[config.mk]
export PLATFORM = sky130hd
export DESIGN_NAME = sm83_bus_responder_flat
export DESIGN_NICKNAME = d
export VERILOG_FILES = /design/src/rtl/sm83_bus_responder_pkg.sv /design/src/rtl/sm83_bus_responder_if.sv /design/src/rtl/sm83_irq_flags.sv /design/src/rtl/sm83_bus_responder.sv /design/src/flat_wrapper.sv
export SDC_FILE = /design/constraint.sdc
export NUM_CORES = 1
export LEC_CHECK = 0
export ABC_CLOCK_PERIOD_IN_PS = 8300
export CAP_MARGIN = 25
export CORE_MARGIN = 1
export CORE_UTILIZATION = 50
export CTS_CLUSTER_SIZE = 24
export DETAILED_ROUTE_END_ITERATION = 10
export PLACE_DENSITY = 0.66
export RECOVER_POWER = 100
export SLEW_MARGIN = 5
export SYNTH_ARGS = -nofsm -noshare
export SYNTH_HDL_FRONTEND = slang
export SYNTH_HIERARCHICAL = 1
export SYNTH_SLANG_ARGS = --single-unit
[constraint.sdc]
create_clock -name CLK -period 8.3 [get_ports CLK]
set_input_delay 1.66 -clock CLK [delete_from_list [all_inputs] [get_ports CLK]]
set_output_delay 1.66 -clock CLK [all_outputs]
set_load 0.02 [all_outputs]
[src/rtl/sm83_bus_responder_pkg.sv]
// rtl/sm83_bus_responder_pkg.sv - shared types and address map for the SM83 bus responder
package sm83_bus_pkg;

   typedef enum logic [1:0] {
      ST_IDLE     = 2'd0,
      ST_INT      = 2'd1,
      ST_EXT_WAIT = 2'd2,
      ST_DONE     = 2'd3
   } state_e;

   localparam logic [15:0] ADDR_IF      = 16'hFF0F;
   localparam logic [15:0] ADDR_BOOTOFF = 16'hFF50;
   localparam logic [15:0] ADDR_IE      = 16'hFFFF;
   localparam logic [15:0] HRAM_BASE    = 16'hFF80;

   localparam int IF_W = 5;

   // The top 128-byte page is HRAM except its last byte, which is the core-owned IE register.
   function automatic logic is_hram(input logic [15:0] addr);
      return (addr[15:7] == HRAM_BASE[15:7]) && (addr != ADDR_IE);
   endfunction

   function automatic logic is_internal(input logic [15:0] addr);
      return (addr == ADDR_IF) || (addr == ADDR_BOOTOFF) || (addr[15:7] == HRAM_BASE[15:7]);
   endfunction

endpackage

[src/rtl/sm83_bus_responder_if.sv]
// rtl/sm83_bus_responder_if.sv - core bus, interrupt and external-port signals of the responder
interface sm83_bus_responder_if
   import sm83_bus_pkg::*;
();

   logic [15:0]     A;
   logic            RD;
   logic            WR;
   logic            MREQ;
   logic [7:0]      D_WR;
   logic [7:0]      D_RD;
   logic            D_OE;
   logic            RDY;
   logic            MMIO_REQ;
   logic            IPL_REQ;
   logic [7:0]      CPU_IRQ_TRIG;
   logic [7:0]      CPU_IRQ_ACK;
   logic [IF_W-1:0] IRQ_SRC;
   logic            EXT_REQ;
   logic            EXT_WE;
   logic            EXT_IPL;
   logic [15:0]     EXT_A;
   logic [7:0]      EXT_WDATA;
   logic            EXT_ACK;
   logic [7:0]      EXT_RDATA;
   logic            BUS_TIMEOUT;

   modport slave (
      input  A, RD, WR, MREQ, D_WR, CPU_IRQ_ACK, IRQ_SRC, EXT_ACK, EXT_RDATA,
      output D_RD, D_OE, RDY, MMIO_REQ, IPL_REQ, CPU_IRQ_TRIG,
             EXT_REQ, EXT_WE, EXT_IPL, EXT_A, EXT_WDATA, BUS_TIMEOUT
   );

   modport master (
      output A, RD, WR, MREQ, D_WR, CPU_IRQ_ACK, IRQ_SRC, EXT_ACK, EXT_RDATA,
      input  D_RD, D_OE, RDY, MMIO_REQ, IPL_REQ, CPU_IRQ_TRIG,
             EXT_REQ, EXT_WE, EXT_IPL, EXT_A, EXT_WDATA, BUS_TIMEOUT
   );

endinterface

[src/rtl/sm83_irq_flags.sv]
// rtl/sm83_irq_flags.sv - IF register: peripheral set pulses, core acknowledge and direct CPU write
module sm83_irq_flags
   import sm83_bus_pkg::*;
(
   input  logic            CLK,
   input  logic            RESET,
   input  logic            wr_en,
   input  logic [IF_W-1:0] wr_data,
   input  logic [IF_W-1:0] ack,
   input  logic [IF_W-1:0] src,
   output logic [IF_W-1:0] flags
);

   logic [IF_W-1:0] flags_q;
   logic [IF_W-1:0] flags_d;

   // A new request always survives an acknowledge or write landing in the same cycle.
   always_comb begin
      flags_d = (flags_q & ~ack) | src;
      if (wr_en) begin
         flags_d = wr_data | src;
      end
   end

   always_ff @(posedge CLK or posedge RESET) begin
      if (RESET) begin
         flags_q <= '0;
      end else begin
         flags_q <= flags_d;
      end
   end

   assign flags = flags_q;

endmodule

[src/rtl/sm83_bus_responder.sv]
// rtl/sm83_bus_responder.sv - target side of the SM83 memory bus: IF, HRAM, boot-off and external forwarding
module sm83_bus_responder
   import sm83_bus_pkg::*;
#(
   parameter int EXT_TIMEOUT       = 16,
   parameter bit BOOT_VISIBLE_INIT = 1'b1
)(
   input  logic                 CLK,
   input  logic                 RESET,
   sm83_bus_responder_if.slave  bus
);

   localparam logic [7:0] CNT_LAST = 8'(EXT_TIMEOUT - 1);

   state_e          state_q, state_d;
   logic            rd_q, wr_q;
   logic [15:0]     addr_q, addr_d;
   logic            we_q, we_d;
   logic [7:0]      wdata_q, wdata_d;
   logic [7:0]      cnt_q, cnt_d;
   logic [7:0]      d_rd_q, d_rd_d;
   logic            d_oe_q, d_oe_d;
   logic            rdy_q, rdy_d;
   logic            ext_req_q, ext_req_d;
   logic            ext_we_q, ext_we_d;
   logic            ext_ipl_q, ext_ipl_d;
   logic [15:0]     ext_a_q, ext_a_d;
   logic [7:0]      ext_wdata_q, ext_wdata_d;
   logic            bus_timeout_q, bus_timeout_d;
   logic            boot_visible_q, boot_visible_d;

   logic            start;
   logic            ipl_req;
   logic            hram_we;
   logic            if_wr;
   logic [7:0]      int_rdata;
   logic [IF_W-1:0] if_flags;
   logic            unused_ack_hi;

   logic [7:0]      hram [0:126];

   assign start         = bus.MREQ & (bus.RD ^ bus.WR) & ~(rd_q | wr_q);
   assign ipl_req       = (bus.A[15:8] == 8'h00) && boot_visible_q;
   assign unused_ack_hi = ^bus.CPU_IRQ_ACK[7:5];

   sm83_irq_flags u_irq_flags (
      .CLK     (CLK),
      .RESET   (RESET),
      .wr_en   (if_wr),
      .wr_data (wdata_q[IF_W-1:0]),
      .ack     (bus.CPU_IRQ_ACK[IF_W-1:0]),
      .src     (bus.IRQ_SRC),
      .flags   (if_flags)
   );

   always_comb begin
      int_rdata = 8'hFF;
      if (addr_q == ADDR_IF) begin
         int_rdata = {3'b111, if_flags};
      end else if (is_hram(addr_q)) begin
         int_rdata = hram[addr_q[6:0]];
      end
   end

   always_comb begin
      state_d        = state_q;
      addr_d         = addr_q;
      we_d           = we_q;
      wdata_d        = wdata_q;
      cnt_d          = cnt_q;
      d_rd_d         = d_rd_q;
      d_oe_d         = d_oe_q;
      rdy_d          = 1'b0;
      ext_req_d      = ext_req_q;
      ext_we_d       = ext_we_q;
      ext_ipl_d      = ext_ipl_q;
      ext_a_d        = ext_a_q;
      ext_wdata_d    = ext_wdata_q;
      bus_timeout_d  = 1'b0;
      boot_visible_d = boot_visible_q;
      hram_we        = 1'b0;
      if_wr          = 1'b0;

      case (state_q)
         ST_IDLE: begin
            if (start) begin
               addr_d  = bus.A;
               we_d    = bus.WR;
               wdata_d = bus.D_WR;
               cnt_d   = 8'd0;
               if (is_internal(bus.A)) begin
                  state_d = ST_INT;
               end else begin
                  state_d     = ST_EXT_WAIT;
                  ext_req_d   = 1'b1;
                  ext_we_d    = bus.WR;
                  ext_ipl_d   = ipl_req;
                  ext_a_d     = bus.A;
                  ext_wdata_d = bus.D_WR;
               end
            end
         end

         ST_INT: begin
            state_d = ST_DONE;
            rdy_d   = 1'b1;
            if (we_q) begin
               hram_we = is_hram(addr_q);
               if_wr   = (addr_q == ADDR_IF);
               if ((addr_q == ADDR_BOOTOFF) && (wdata_q != 8'h00)) begin
                  boot_visible_d = 1'b0;
               end
            end else if (addr_q != ADDR_IE) begin
               d_rd_d = int_rdata;
               d_oe_d = 1'b1;
            end
         end

         ST_EXT_WAIT: begin
            // An ack in the last permitted cycle still completes the access normally.
            if (bus.EXT_ACK) begin
               state_d   = ST_DONE;
               rdy_d     = 1'b1;
               ext_req_d = 1'b0;
               if (!we_q) begin
                  d_rd_d = bus.EXT_RDATA;
                  d_oe_d = 1'b1;
               end
            end else if (cnt_q == CNT_LAST) begin
               state_d       = ST_DONE;
               rdy_d         = 1'b1;
               ext_req_d     = 1'b0;
               bus_timeout_d = 1'b1;
               if (!we_q) begin
                  d_rd_d = 8'hFF;
                  d_oe_d = 1'b1;
               end
            end else begin
               cnt_d = cnt_q + 8'd1;
            end
         end

         ST_DONE: begin
            if (!bus.RD) begin
               d_oe_d = 1'b0;
            end
            if (!bus.RD && !bus.WR) begin
               state_d = ST_IDLE;
            end
         end

         default: begin
            state_d = ST_IDLE;
         end
      endcase
   end

   always_ff @(posedge CLK or posedge RESET) begin
      if (RESET) begin
         state_q        <= ST_IDLE;
         rd_q           <= 1'b0;
         wr_q           <= 1'b0;
         addr_q         <= 16'h0000;
         we_q           <= 1'b0;
         wdata_q        <= 8'h00;
         cnt_q          <= 8'd0;
         d_rd_q         <= 8'hFF;
         d_oe_q         <= 1'b0;
         rdy_q          <= 1'b0;
         ext_req_q      <= 1'b0;
         ext_we_q       <= 1'b0;
         ext_ipl_q      <= 1'b0;
         ext_a_q        <= 16'h0000;
         ext_wdata_q    <= 8'h00;
         bus_timeout_q  <= 1'b0;
         boot_visible_q <= BOOT_VISIBLE_INIT;
      end else begin
         state_q        <= state_d;
         rd_q           <= bus.RD;
         wr_q           <= bus.WR;
         addr_q         <= addr_d;
         we_q           <= we_d;
         wdata_q        <= wdata_d;
         cnt_q          <= cnt_d;
         d_rd_q         <= d_rd_d;
         d_oe_q         <= d_oe_d;
         rdy_q          <= rdy_d;
         ext_req_q      <= ext_req_d;
         ext_we_q       <= ext_we_d;
         ext_ipl_q      <= ext_ipl_d;
         ext_a_q        <= ext_a_d;
         ext_wdata_q    <= ext_wdata_d;
         bus_timeout_q  <= bus_timeout_d;
         boot_visible_q <= boot_visible_d;
      end
   end

   // HRAM keeps its contents across reset.
   always_ff @(posedge CLK) begin
      if (hram_we) begin
         hram[addr_q[6:0]] <= wdata_q;
      end
   end

   assign bus.D_RD         = d_rd_q;
   assign bus.D_OE         = d_oe_q;
   assign bus.RDY          = rdy_q;
   assign bus.MMIO_REQ     = (bus.A[15:9] == 7'h7F);
   assign bus.IPL_REQ      = ipl_req;
   assign bus.CPU_IRQ_TRIG = {3'b000, if_flags};
   assign bus.EXT_REQ      = ext_req_q;
   assign bus.EXT_WE       = ext_we_q;
   assign bus.EXT_IPL      = ext_ipl_q;
   assign bus.EXT_A        = ext_a_q;
   assign bus.EXT_WDATA    = ext_wdata_q;
   assign bus.BUS_TIMEOUT  = bus_timeout_q;

endmodule

[src/flat_wrapper.sv]
// flat-port wrapper written by rule: the top's interface ports become plain ports
module sm83_bus_responder_flat import sm83_bus_pkg::*;
#(
   parameter int EXT_TIMEOUT       = 16,
   parameter bit BOOT_VISIBLE_INIT = 1'b1
)
  (CLK, RESET, bus_A, bus_RD, bus_WR, bus_MREQ, bus_D_WR, bus_CPU_IRQ_ACK, bus_IRQ_SRC, bus_EXT_ACK, bus_EXT_RDATA, bus_D_RD, bus_D_OE, bus_RDY, bus_MMIO_REQ, bus_IPL_REQ, bus_CPU_IRQ_TRIG, bus_EXT_REQ, bus_EXT_WE, bus_EXT_IPL, bus_EXT_A, bus_EXT_WDATA, bus_BUS_TIMEOUT);
  sm83_bus_responder_if bus_i ();
  input  logic CLK;
  input  logic RESET;
  input wire logic [$bits(bus_i.A)-1:0] bus_A;
  input wire logic [$bits(bus_i.RD)-1:0] bus_RD;
  input wire logic [$bits(bus_i.WR)-1:0] bus_WR;
  input wire logic [$bits(bus_i.MREQ)-1:0] bus_MREQ;
  input wire logic [$bits(bus_i.D_WR)-1:0] bus_D_WR;
  input wire logic [$bits(bus_i.CPU_IRQ_ACK)-1:0] bus_CPU_IRQ_ACK;
  input wire logic [$bits(bus_i.IRQ_SRC)-1:0] bus_IRQ_SRC;
  input wire logic [$bits(bus_i.EXT_ACK)-1:0] bus_EXT_ACK;
  input wire logic [$bits(bus_i.EXT_RDATA)-1:0] bus_EXT_RDATA;
  output wire logic [$bits(bus_i.D_RD)-1:0] bus_D_RD;
  output wire logic [$bits(bus_i.D_OE)-1:0] bus_D_OE;
  output wire logic [$bits(bus_i.RDY)-1:0] bus_RDY;
  output wire logic [$bits(bus_i.MMIO_REQ)-1:0] bus_MMIO_REQ;
  output wire logic [$bits(bus_i.IPL_REQ)-1:0] bus_IPL_REQ;
  output wire logic [$bits(bus_i.CPU_IRQ_TRIG)-1:0] bus_CPU_IRQ_TRIG;
  output wire logic [$bits(bus_i.EXT_REQ)-1:0] bus_EXT_REQ;
  output wire logic [$bits(bus_i.EXT_WE)-1:0] bus_EXT_WE;
  output wire logic [$bits(bus_i.EXT_IPL)-1:0] bus_EXT_IPL;
  output wire logic [$bits(bus_i.EXT_A)-1:0] bus_EXT_A;
  output wire logic [$bits(bus_i.EXT_WDATA)-1:0] bus_EXT_WDATA;
  output wire logic [$bits(bus_i.BUS_TIMEOUT)-1:0] bus_BUS_TIMEOUT;
  assign bus_i.A = bus_A;
  assign bus_i.RD = bus_RD;
  assign bus_i.WR = bus_WR;
  assign bus_i.MREQ = bus_MREQ;
  assign bus_i.D_WR = bus_D_WR;
  assign bus_i.CPU_IRQ_ACK = bus_CPU_IRQ_ACK;
  assign bus_i.IRQ_SRC = bus_IRQ_SRC;
  assign bus_i.EXT_ACK = bus_EXT_ACK;
  assign bus_i.EXT_RDATA = bus_EXT_RDATA;
  assign bus_D_RD = bus_i.D_RD;
  assign bus_D_OE = bus_i.D_OE;
  assign bus_RDY = bus_i.RDY;
  assign bus_MMIO_REQ = bus_i.MMIO_REQ;
  assign bus_IPL_REQ = bus_i.IPL_REQ;
  assign bus_CPU_IRQ_TRIG = bus_i.CPU_IRQ_TRIG;
  assign bus_EXT_REQ = bus_i.EXT_REQ;
  assign bus_EXT_WE = bus_i.EXT_WE;
  assign bus_EXT_IPL = bus_i.EXT_IPL;
  assign bus_EXT_A = bus_i.EXT_A;
  assign bus_EXT_WDATA = bus_i.EXT_WDATA;
  assign bus_BUS_TIMEOUT = bus_i.BUS_TIMEOUT;
  sm83_bus_responder #(.EXT_TIMEOUT(EXT_TIMEOUT), .BOOT_VISIBLE_INIT(BOOT_VISIBLE_INIT)) u_core (.CLK(CLK), .RESET(RESET), .bus(bus_i));
endmodule
Word level (Yosys, flattened, before mapping)

Memories as Yosys holds them, arrays and structs flattened.
Cells that the tools add are included.

Add/subtract/negate cells: 1
Equal/unequal tests: 22
Muxes and demuxes: 43
Bitwise logic cells: 10
Reductions and logical operators: 22

Operator list:

| cell                                                   | number |
|---|---|
| two-way mux 8 bit                                      | 11 |
| equality test 16 bit (second input constant)           | 4 |
| one-hot mux 8 bit (2 select lines)                     | 2 |
| two-way mux 1 bit                                      | 20 |
| equality test 9 bit (second input constant)            | 2 |
| inequality test 16 bit (second input constant)         | 1 |
| inequality test 2 bit (second input constant)          | 6 |
| two-way mux 2 bit                                      | 5 |
| OR 5 bit                                               | 2 |
| AND reduction 5 bit                                    | 2 |
| AND reduction 3 bit                                    | 3 |
| adder 8 x 1 -> 8 bit (second input constant)           | 1 |
| equality test 8 x 4 -> 1 bit (second input constant)   | 1 |
| logical NOT 8 bit                                      | 1 |
| one-hot mux 2 bit (4 select lines)                     | 1 |
| AND reduction 4 bit                                    | 2 |
| nonzero test 8 bit                                     | 1 |
| equality test 7 bit (second input constant)            | 1 |
| inequality test 2 x 1 -> 1 bit (second input constant) | 3 |
| bitwise AND 5 bit                                      | 1 |
| two-way mux 5 bit                                      | 1 |
| NOT 5 bit                                              | 1 |
| equality test 2 bit (second input constant)            | 2 |
| logical AND 1 bit                                      | 4 |
| other kinds (14)                                       | 20 |

Bits in registers: 81
Memory bits (writable): 1016
Input bits: 51
Output and inout bits: 48
Word-level logic and storage cells: 117
Memories: 1

Memory list:

| name        | words | bits a word | rd ports | clocked after Yosys merged registers in | write ports | RTL line                 | text |
|---|---|---|---|---|---|---|---|
| u_core.hram | 127   | 8           | 1        | 0                                       | 1           | sm83_bus_responder.sv:40 | `logic [7:0] hram [0:126];` |

Logic depth before layout (Yosys ltp)

Gate-level depths: netlist (run 1).

Word-level depth: 7
Gate-level depth with buffers: 13
Mapped depth without buffers: 9

Hierarchy

The synthesis (run 1) kept the hierarchy.

Modules (own cells, without submodules):

| module             | times used | cells each | area an instance (um^2) | sequential area each (um^2) |
|---|---|---|---|---|
| sm83_bus_responder | 1          | 2574       | 43097.6                 | 32422.3 |
| sm83_irq_flags     | 1          | 20         | 216.5                   | 125.1 |

Worst setup path after synthesis (run 1)

No wires, ideal clock.

Path kind: input port to output port
Start: input bus_A[11]
End: output bus_IPL_REQ
Arrival: 2.222 ns
Data required time: 6.640 ns
Setup slack: 4.418 ns
Stages on the path: 2
Buffers on the path: 0
Cell sequence: nor4_1 -> and4b_1

Word-level cells in the longest chain between the ends: 2

RTL lines:

| what              | RTL line                 | text |
|---|---|---|
| start, declared   | flat_wrapper.sv:11       | `input wire logic [$bits(bus_i.A)-1:0] bus_A;` |
| logical NOT 8 bit | sm83_bus_responder.sv:43 | `assign ipl_req = (bus.A[15:8] == 8'h00) && boot_visible_q;` |
| logical AND 1 bit | sm83_bus_responder.sv:43 |  |
| end, declared     | flat_wrapper.sv:24       | `output wire logic [$bits(bus_i.IPL_REQ)-1:0] bus_IPL_REQ;` |

No other way between the ends.

Worst setup path in the final report (run 1)

Start: register u_core.addr_q[1]
End: memory u_core.hram[73][3], enable pin

Word-level cells in the longest chain between the ends: 6

RTL lines:

| what                                    | RTL line                     | text |
|---|---|---|
| start, declared                         | sm83_bus_responder.sv:17     | `logic [15:0] addr_q, addr_d;` |
| start signal, assigned                  | sm83_bus_responder.sv:181    | `addr_q <= addr_d;` |
| inequality test 16 bit                  | sm83_bus_responder_pkg.sv:20 | `return (addr[15:7] == HRAM_BASE[15:7]) && (addr != ADDR_IE);` |
| logical AND 1 bit                       | sm83_bus_responder_pkg.sv:20 |  |
| two-way mux 1 bit                       | sm83_bus_responder.sv:107    | `if (we_q) begin` |
| two-way mux 1 bit                       | sm83_bus_responder.sv:84     | `case (state_q)` |
| two-way mux 1 bit                       | sm83_bus_responder.sv:200    | `if (hram_we) begin` |
| two-way mux 1 bit (not written as such) | sm83_bus_responder.sv:201    | `hram[addr_q[6:0]] <= wdata_q;` |
| end, declared                           | sm83_bus_responder.sv:40     |  |

Several ways; a longest one is shown, not always the timed one.

==> results.yml, run 1 <==
cells_and_area:
  n_antenna_cell: 0
  syn2layout_area_growth_pct: 12.6
  drive_gt1_share_pct: 14.4
  finalInstanceArea_um2: 48800
  nets: 2753
  instances_no_fill: 3932
grt:
  grt_overflow: 0
  grt_pass1_wl_mm: 178
  antenna_found_initial: 2
  grtUsageTotal_pct: 28.5
  grt_pass1_vias: 25400
  grt_max_degree: 101
setup_path:
  startpoint_type: "flip-flop"
  crit_end: "u_core/hram[73][3]"
  crit_type: "reg -> reg"
  required_ns: 8.54
  r2r-start: "u_core/addr_q[1]"
  critPathLaunch: "u_core/addr_q[1]"
  rrSetupSlack_ns: 1.56
  path_max_fanout: 71
  crit_arrival_ns: 6.98
  reg2reg_depth: 8
  timing.rr.end: "u_core/hram[73][3]"
  crit_path_end_kind: "flip-flop"
yosys:
  synth_ff_type: "edfxtp_1"
  synth_area_um2: 43300
  ys_seq_area_share_pct: 75.1
  yosys.cell_types.count: 88
  async_flop_share_pct: 7.38
  netlist_instances: 2594
  synth_edf_count: 1016
  ys_ff_latch: 1097
  yosysWarnings: 6
  syn_area_per_cell_um2: 16.7
sta:
  slew_headroom_pct: -194
  worst_hold_slack_ns: 0.482
  setup_slack_ns: 1.56
  tightestPinTransition_ns: 4.41
  skew_ns: 0.0342
  period_minus_slack_ns: 6.74
  finalHoldViolations: 0
  setup_viol: 0
  fmax_mhz: 148
  setup_tns_ns: 0
  slew_violations: 1069
  post-route-period-util_pct: 81.2
  rsz0062_at_grt: "no"
die:
  fp.dieW_um: 296
  num_rows: 107
  die_h_um: 296
  io-pin-count: 99
  fp.coreArea_um2: 85500
  die-area_um2: 87800
  start_util_pct: 50.6
worst_hold_path:
  hold_class: "reg -> reg"
  hold_depth: 1
run:
  maxCapViolCount: 20
detailed_routing:
  wl_per_cell_um: 31.6
  drtPass1Iterations: 6
  vias_per_cell: 6.60
  wirelength_mm: 124
  ant_nets: 0
  vias: 25900
  drt_iter0_drc: 3452
  drc: 0
clock_tree:
  cts_resized: 0
  cts_hold_buf: 0
  clock_sinks: 1097
  clk_pin_slew_ns: 0.06
  clock_path_buffers: 3
  tritoncts.num_buffers: 109
  clk_latency_ns: 0.68
  cts_root_buf: "clkbuf_16"
  htreeDepth: 3
  cts_tree: "done"
  cts_setup_buffers: 0
power_and_ir_drop:
  p_leak_nw: 15.6
  peakVddDrop_mv: 0.313
  cellPowerDensity_nw_per_um2: 370
placement:
  dpl_cell_area_um2: 45300
  finalWeightedCongestion: 0.902
  hpwl_mm: 71.6
  place_inst: 3724
  pre_cts_slack_ns: 3.31
  port_buffers: 92
status:
  violations: "max-capacitance violations, max-slew violations"
  status: "finished with violations"
## cells by family (layout without fill, tap and decap cells)
family	count (synthesis)	in the layout	share of synthesized area, %
muxes	258	258	7.57
DFF	1097	1097	75.1
AOI/OAI and AO/OA	578	578	9.72
buffers and inverters	185	377	2.37
other	1	3	0.00866
and+or+nand+nor	462	462	4.86
xor gates and xnor gates	6	6	0.121
adders and majority gates	7	7	0.202
## final cells by class
type / instances / area, um2
Fill cell: 6379 / 36800
Sequential cell: 1097 / 32600
Multi-Input combinational cell: 1314 / 9790
Clock buffer: 131 / 2900
Tap cell: 1144 / 1430
Timing Repair Buffer: 157 / 1400
Clock inverter: 73 / 647
Inverter: 16 / 61.3
## critical path: stages, from the launching register on
cell      delay [ns]
dfrtp_1         2.36
buf_12          0.44
nand2_1         0.21
nor3_1          0.40
or3b_2          0.27
nor2_1          0.20
nand2_1         0.28
clkbuf_1        1.35
nor2_1          0.64
## worst min path at each step
| stage | from | slack (ns) | endpoint |
|---|---|---|---|
| after floorplan | u_core/boot_visible_q | 0.44 | u_core/boot_visible_q |
| after global placement | u_core/bus.EXT_A[0] | 0.46 | u_core/bus.EXT_A[0] |
| after detailed placement | u_core/boot_visible_q | 0.48 | u_core/boot_visible_q |
| after CTS | u_core/boot_visible_q | 0.49 | u_core/boot_visible_q |
| after global routing | u_core/boot_visible_q | 0.49 | u_core/boot_visible_q |
| final | u_core/boot_visible_q | 0.48 | u_core/boot_visible_q |
## sequential cells by signal, indices dropped and copies added (netlist names), 2 cells and up
signal	cells
u_core/addr_q	16
u_core/bus.D_RD	8
u_core/bus.EXT_A	16
u_core/bus.EXT_WDATA	8
u_core/u_irq_flags/flags	5
u_core/wdata_q	8
u_core/state_q	2
u_core/cnt_q	8
u_core/hram	1016
## report_power, final
part	internal (mW)	switching [mW]	total, mW
Clock	2.80	2.06	4.86
Sequential	7.08	0.544	7.63
Combinational	1.65	3.90	5.55
## synthesized netlist by cell type (all sizes together) (5+ instances only)
library cell	count	area share (%)
a22oi	120	2.1
inv	15	0.13
a21oi	99	1.1
dfrtp	72	4.2
nor3	17	0.21
nand4	13	0.20
o22ai	9	0.13
nor3b	5	0.14
o221ai	9	0.18
nor2b	10	0.14
a221o	14	0.32
buf	105	1.7
o2bb2ai	13	0.26
nor2	240	2.1
and2	7	0.11
or3	5	0.084
o211ai	22	0.38
clkbuf	64	0.55
xor2	5	0.10
a221oi	99	2.0
a22o	21	0.42
ha	7	0.20
a2111oi	9	0.26
nand2	100	0.87
a31oi	17	0.25
mux4	45	2.3
a211oi	10	0.17
o21ai	80	0.92
nor4	9	0.13
nand3	20	0.23
edfxtp	1016	70
mux2	103	2.7
o31ai	8	0.14
mux2i	110	2.5
a41oi	10	0.20
o2111ai	7	0.14
nand2b	7	0.10
dfstp	9	0.55
## per-stage QoR
| step | util, % | power (mW) |
|---|---|---|
| 3_3_place_gp | 52.9 | 12.9 |
| 3_5_place_dp | 53.0 | 13.1 |
| 5_1_grt | 57.0 | 18.5 |
| 2_1_floorplan | - | 10.6 |
| 6_report | 57.0 | 18.0 |
| 4_1_cts | 57.1 | 17.9 |
## cells in the final DEF, fill, tap and decap left out, types with 8 or more instances in the layout
cell             count
dfrtp_1             69
a221oi_1            96
edfxtp_1          1016
o221ai_1             9
a221o_1             14
nor3_1              17
inv_1               12
a211oi_1            10
mux2_2              99
a21oi_1             99
buf_4               40
clkbuf_16          111
o211ai_1            22
o31ai_1              8
bufinv_16           10
nand2_1            100
a41oi_1             10
dlygate4sd3_1       50
mux4_2              45
o22ai_1              9
clkbuf_1            35
nand3_1             20
clkinv_2            24
dfstp_2              9
a22o_1              21
a31oi_1             17
mux2i_1            110
clkdlybuf4s50_1     42
nand4_1             12
clkinv_1            27
a22oi_1            120
o2bb2ai_1           13
o21ai_0             77
nor2_1             236
nor4_1               9
## routing by layer
layer	part of all wire, %	routed length, um	track usage (%)	vias to the layer above
met3	12	15200	6.77	338
met4	4.3	5320	11.6	2
met5	0.014	17	0	-
li1	-	-	-	10600
met1	38	46800	38.6	13100
met2	46	57100	44.6	1903
Power figures use the tool's default switching activity.
==> inputs of run 2 (changes only) <==
- ABC_CLOCK_PERIOD_IN_PS: 8300 -> 5400
- PLACE_DENSITY: 0.66 -> 0.69
- clock period: 8.3 -> 5.4 ns (I/O delays scaled with it)
==> run 2 against run 1 <==
Compared with the run above:
- critical endpoint is now u_core/hram[126][1]
- the run still ends with max-capacitance violations, max-slew violations left
- sequential power grew 52%
- utilization grew 0.29 points
- global-route usage shrank 0.70 points
- combinational power grew 55%
- clock skew shrank 0.0053 ns
- hold slack lost 0.0020 ns
==> results.yml, run 2 (synthesis results as in run 1) <==
grt:
  grt_max_degree: 103
  grt_overflow: 0
  antenna_found_initial: 3
  grtUsageTotal_pct: 27.8
  grt_pass1_vias: 25000
  grt_pass1_wl_mm: 175
die:
  die-area_um2: 87800
  fp.dieW_um: 296
  num_rows: 107
  start_util_pct: 50.6
  io-pin-count: 99
  fp.coreArea_um2: 85500
  die_h_um: 296
power_and_ir_drop:
  peakVddDrop_mv: 0.342
  p_leak_nw: 15.7
  cellPowerDensity_nw_per_um2: 558
cells_and_area:
  final_common_cell: "edfxtp_1"
  largest_reg_flops: 1016
  drive_gt1_share_pct: 15.0
  syn2layout_area_growth_pct: 13.2
  fin_util_pct: 57.3
  nets: 2826
  final_cell_mix: "edfxtp_1, nor2_1, a22oi_1, mux2i_1, clkbuf_16"
sta:
  skew_ns: 0.0289
  setup_viol: 0
  period_minus_slack_ns: 4.89
  rsz0062_at_grt: "no"
  fmax_mhz: 205
  finalHoldViolations: 0
  slew_violations: 1034
  slew_headroom_pct: -72.7
  worst_hold_slack_ns: 0.480
  tightestPinTransition_ns: 2.59
  post-route-period-util_pct: 90.5
  setup_tns_ns: 0
detailed_routing:
  wirelength_mm: 122
  wl_per_cell_um: 30.5
  drt_iter0_drc: 4364
  vias: 26300
  drc: 0
  drtPass1Iterations: 7
  ant_nets: 0
  vias_per_cell: 6.57
clock_tree:
  clock_path_buffers: 3
  htreeDepth: 3
  cts_root_buf: "clkbuf_16"
  clock_sinks: 1097
  cts_setup_buffers: 0
  clk_latency_ns: 0.68
  cts_tree: "done"
  cts_resized: 0
  clk_pin_slew_ns: 0.06
  tritoncts.num_buffers: 106
  cts_hold_buf: 0
status:
  status: "finished with violations"
  violations: "max-capacitance violations, max-slew violations"
setup_path:
  crit_top_cell: "clkbuf_1"
  crit_slowest_cell: "clkbuf_1"
  path_cells: "and3b_1, clkbuf_1, nand2_1, clkbuf_1, nor2_1"
  cpPeakStageDelay_ns: 1.06
  crit_type: "reg -> reg"
  crit_arrival_ns: 5.18
  crit_family: "simple AND/OR/NAND/NOR gates"
  path_max_fanout: 44
  required_ns: 5.69
  crit_path_end_kind: "flip-flop"
  critical_path_buf_inv_count: 2
  startpoint_type: "flip-flop"
placement:
  hpwl_mm: 73.9
  port_buffers: 92
  finalWeightedCongestion: 0.921
worst_hold_path:
  hold_class: "reg -> reg"
run:
  maxCapViolCount: 17
[run 2: path summary, 6_finish.rpt]
kind,from,end,slack (ns),depth (start not counted)
min,u_core/bus.EXT_A[0],u_core/bus.EXT_A[0],0.48,2
max in group asynchronous,RESET,u_core/addr_q[13],1.69,3
max,u_core/addr_q[1],u_core/hram[126][1],0.51,5
min reg2reg,u_core/bus.EXT_A[0],u_core/bus.EXT_A[0],0.48,2
max reg2reg,u_core/addr_q[1],u_core/hram[126][1],0.51,5
min in group asynchronous,RESET,u_core/u_irq_flags/flags[2],0.79,2
[run 2: tightest hold or removal path: stages (launching register included)]
cell     delay (ns)
dfrtp_1        0.34
nand2_1        0.04
o21ai_0        0.06
[run 2: layer usage]
layer,share of wire (%),GRT usage (%),vias up
met5,0.038,0,-
met4,4.6,11.3,2
met2,46,43.2,1961
li1,-,-,10800
met1,37,38.6,13300
met3,13,5.57,325
[run 2: power by group]
part           switching (mW)  total, mW  internal, mW
Sequential              0.784       11.6          10.8
Clock                    3.13       7.19          4.06
Combinational            5.95       8.59          2.64
Total                    9.86       27.4          17.5
[run 2: per-stage QoR]
stage / area, um2 / power [mW] / instances / worst slack, ns
floorplan: 43300 / 16.4 / 2596 / 2.40
global placement: 45900 / 19.9 / 3798 / 0.996
detailed placement: 46000 / 20.1 / 3801 / 1.22
CTS: 49400 / 27.2 / 4000 / 1.20
global route: 49000 / 28.1 / 4003 / 0.570
finish: 49000 / 27.4 / 4004 / 0.512
[run 2: final cells by class]
type / count / area, um2
Clock buffer: 125 / 2770
Sequential cell: 1097 / 32600
Multi-Input combinational cell: 1314 / 9780
Clock inverter: 74 / 642
Timing Repair Buffer: 233 / 1780
Antenna cell: 1 / 2.50
Inverter: 16 / 61.3
Fill cell: 6416 / 36500
Tap cell: 1144 / 1430
